## config.mk

```make
export PLATFORM = sky130hd
export DESIGN_NAME = serial_mod_detect
export DESIGN_NICKNAME = d
export VERILOG_FILES = /design/src/rtl/serial_mod_detect.sv
export SDC_FILE = /design/constraint.sdc
export NUM_CORES = 1
export LEC_CHECK = 0
export ABC_AREA = 0
export CAP_MARGIN = 20
export CORE_UTILIZATION = 48
export DETAILED_ROUTE_END_ITERATION = 6
export PLACE_DENSITY = 0.77
export SLEW_MARGIN = 20
export SYNTH_ARGS = -nofsm -noshare
export SYNTH_HDL_FRONTEND = slang
export SYNTH_SLANG_ARGS = --single-unit
```

## constraint.sdc

```tcl
create_clock -name clk -period 2.5 [get_ports clk]
set_input_delay 0.5 -clock clk [delete_from_list [all_inputs] [get_ports clk]]
set_output_delay 0.5 -clock clk [all_outputs]
set_load 0.01 [all_outputs]
```

## src/rtl/serial_mod_detect.sv

```systemverilog
// Streaming divisibility detector: folds MSB-first digits into a running remainder
// modulo MOD and flags when the value received so far is a multiple of MOD.
module serial_mod_detect #(
  parameter int MOD     = 7,
  parameter int DIGIT_W = 1,
  parameter int CNT_W   = 16,
  localparam int REM_W  = $clog2(MOD)
) (
  input  logic               clk,
  input  logic               rst,
  input  logic               in_valid,
  input  logic [DIGIT_W-1:0] data_in,
  input  logic               clear,
  output logic               vld,
  output logic [REM_W-1:0]   rem_out,
  output logic [CNT_W-1:0]   beat_cnt
);

  typedef enum logic {
    EMPTY = 1'b0,
    ACC   = 1'b1
  } state_t;

  localparam logic [REM_W:0]   MOD_W   = (REM_W + 1)'(MOD);
  localparam logic [CNT_W-1:0] CNT_MAX = '1;

  state_t             state_reg, state_next;
  logic [REM_W-1:0]   rem_reg, rem_next;
  logic               vld_reg, vld_next;
  logic [CNT_W-1:0]   cnt_reg, cnt_next;

  logic [DIGIT_W-1:0] digit;
  logic [REM_W-1:0]   base;
  logic [REM_W-1:0]   fold_rem;
  logic [REM_W:0]     fold_t;

  // Gate the digit so an undriven bus during gaps never reaches the fold logic.
  assign digit = in_valid ? data_in : '0;
  assign base  = (clear || state_reg == EMPTY) ? '0 : rem_reg;

  // Shift-and-subtract fold, one bit at a time; 2r+b < 2*MOD so one subtract suffices.
  always_comb begin
    fold_rem = base;
    fold_t   = '0;
    for (int i = DIGIT_W - 1; i >= 0; i--) begin
      fold_t = {fold_rem, digit[i]};
      if (fold_t >= MOD_W) begin
        fold_t = fold_t - MOD_W;
      end
      fold_rem = fold_t[REM_W-1:0];
    end
  end

  always_ff @(posedge clk) begin
    if (rst) begin
      state_reg <= EMPTY;
      rem_reg   <= '0;
      vld_reg   <= 1'b0;
      cnt_reg   <= '0;
    end else begin
      state_reg <= state_next;
      rem_reg   <= rem_next;
      vld_reg   <= vld_next;
      cnt_reg   <= cnt_next;
    end
  end

  always_comb begin
    state_next = state_reg;
    rem_next   = rem_reg;
    vld_next   = vld_reg;
    cnt_next   = cnt_reg;
    if (in_valid) begin
      // An accepted beat always leaves us holding a number, even when it also clears.
      state_next = ACC;
      rem_next   = fold_rem;
      vld_next   = (fold_rem == '0);
      if (clear) begin
        cnt_next = CNT_W'(1);
      end else if (cnt_reg != CNT_MAX) begin
        cnt_next = cnt_reg + 1'b1;
      end
    end else if (clear) begin
      state_next = EMPTY;
      rem_next   = '0;
      vld_next   = 1'b0;
      cnt_next   = '0;
    end
  end

  assign vld      = vld_reg;
  assign rem_out  = rem_reg;
  assign beat_cnt = cnt_reg;

endmodule
```

==> out/results.txt <==
Setup ws final = 0.487 ns
Diode count = 0
DR pass1 iterations = 4
Synthesis-to-finish area growth = 33.4%
Most frequent cells in the layout = 24 x clkdlybuf4s50_1, 21 x dfxtp_1, 10 x a31oi_1, 10 x buf_4
First-pass GRT wire length = 4510 µm
Leakage power = 0.000526 µW
Vias per cell = 5.93
Vias in the first global route = 1036
Final TNS setup = 0 ns
Clock share of power = 29.4%
Layout cells sized above 1 = 11.2%
Slew Viols, Final = 0
Element type at the critical path end = flip-flop
Avg WL per Cell = 14.1 µm
CTS root buffer = clkbuf_4
Yosys warns = 0
HPWL after detailed placement = 1870 µm
Inst Count DP = 184
Status = complete, no violations
CP required = 2.75 ns
Post-synth top area cell = dfxtp_1
Top FF cell, synth = dfxtp_1
Starting Density = 52.8%
Worst-path fanout max = 2
Sw frac = 24.7%
Die Wd = 49.2 µm
Slew HR = 59.6%
CTS tree = done
Post-Layout Inst Area = 1420 µm²
Setup CP Type = input port to flip-flop
VDD IR-drop max = 0.265 mV
Slew @ Worst Pin = 0.604 ns
Drt drc = 0
Placed Area = 1400 µm²
Routability cong. = 0.797
Register area share after synthesis = 39.4%
Cell count after synthesis = 128
Mapped cell area = 1070 µm²
H-Tree Depth = 1
Worst min-delay path startpoint = vld$_SDFFE_PP0P_
Startpoint types = input port
Synth unique cells = 38
Final non-filler cell total = 188
Minimum clock period = 2.01 ns
Routed WL = 2640 µm
Final worst path period share = 80.5%
Area share of the largest cell type after synthesis = 39.4%
CTS clock-pin slew for the worst setup and hold paths = 0.11 ns
Iteration-0 DRC Markers = 14
Class of the worst hold path = flip-flop to flip-flop
Total of max-cap violations = 0
Post-CTS Repair Setup Buffers = 0
Crit path DAT = 2.26 ns
CTS Buffer Depth = 2
Io pins = 25
Cell Pwr Density = 400 nW/µm²
CTS Buf Count = 3
Max Clock Freq = 0.497 GHz
Gate power share = 10.0%
Initial antenna violation count = 0
Most common cell after layout, fill and taps aside = clkdlybuf4s50_1
Number of flip-flops in the largest register = 16
DP Worst Slack = 0.169 ns
Antenna Nets Post-Route = 0
Mean Syn Cell Area = 8.34 µm²
Die height = 49.2 µm
Skew final = 0.00579 ns
GRT Total Usage = 23.9%
Sequential share of power = 60.6%
Cell Int Power = 429 µW
# rows = 16
Top post-synthesis cells by area = dfxtp_1 39%, a31oi_1 5.9%, a21oi_1 4.2%
Clock sinks = 21
Syn_nets = 135
RSZ-0062 raised after global routing = false
Vias = 1115
Number of synthesized flops with an enable pin = 0
Worst-Skew Late Latency = 0.31 ns
Register bit count reported by yosys = 21
Hold Buf Count CTS = 0
Die ar. = 2420 µm²
# nets final = 169
P_sw = 141 µW
Fin. Hold Viols = 0
CP startpoint = clear
CTS resizes = 0
Final setup vio count = 0
R2r startpoint = beat_cnt[0]$_SDFFE_PP0P_
CORE AREA = 2020 µm²
Grt total ovfl = 0
Maximum number of pins on one net before global-route repair = 16
Port bufs = 24
Fraction of registers with async set/reset = 0%
## area by class of cell
class	count	area [µm²]
multi-input combinational	97	608
clock buffer	3	22.5
sequential	21	420
clock inverter	1	5.00
inverter	5	18.8
tap	27	33.8
fill	171	598
timing repair buffer	34	315
## logic make-up after synthesis
group                      share of synthesized area (%)
AOI/OAI and AO/OA                                   19.9
buffers and inverters                               3.63
adders and majority gates                           2.34
muxes                                               2.93
xor gates and xnor gates                            3.28
DFF                                                 39.4
and+or+nand+nor                                     28.5
## final timing paths
check                                    to  slack, ns  cells after the start
setup / recovery           vld$_SDFFE_PP0P_       0.49                      8
hold / removal             vld$_SDFFE_PP0P_       0.48                      2
hold reg to reg            vld$_SDFFE_PP0P_       0.48                      2
setup reg to reg  beat_cnt[14]$_SDFFE_PP0P_       0.64                      6
## power by group through the flow
stage	combinational (µW)	clock (µW)	sequential (µW)
2_1_floorplan	22.7	0	353
3_3_place_gp	55.0	0	352
3_5_place_dp	55.7	0	352
4_1_cts	56.4	176	345
5_1_grt	61.4	183	346
6_report	56.7	167	345
## synth_stat cells (2+ instances only)
| master | instances |
|---|---|
| a21oi_1 | 9 |
| a31oi_1 | 10 |
| and2_1 | 2 |
| and3_1 | 3 |
| and4_1 | 2 |
| clkbuf_1 | 4 |
| dfxtp_1 | 21 |
| ha_1 | 2 |
| inv_1 | 5 |
| mux2i_1 | 2 |
| nand2_1 | 9 |
| nand3_1 | 5 |
| nand4_1 | 3 |
| nor2_1 | 7 |
| nor3_1 | 6 |
| nor4_1 | 2 |
| o21ai_0 | 9 |
| or3_1 | 3 |
| or4_1 | 3 |
| xnor2_1 | 2 |
| xor2_1 | 2 |
## worst max-delay path, stage by stage
cell and delay (ns):
clkdlybuf4s50_1 0.47, nor2b_1 0.05, and2_1 0.15, ha_1 0.20, a21o_1 0.19, mux2_2 0.28, a211o_1 0.29, o21ai_1 0.11
## per-layer routing
metal / vias up / track usage (%) / part of all wire (%)
met5: - / 0 / 0
met4: 0 / 11.3 / 2.6
met3: 7 / 2.80 / 3.7
met2: 27 / 40.0 / 46
met1: 536 / 30.3 / 48
li1: 545 / - / -
## per-stage QoR
stage | hold WS (ns) | power (µW) | util (%)
global route | 0.491 | 590 | 70.4
floorplan | 0.481 | 376 | -
global placement | 0.449 | 407 | 69.1
CTS | 0.474 | 577 | 70.4
detailed placement | 0.453 | 408 | 69.1
finish | 0.478 | 569 | 70.4
Power figures use the tool's default switching activity.
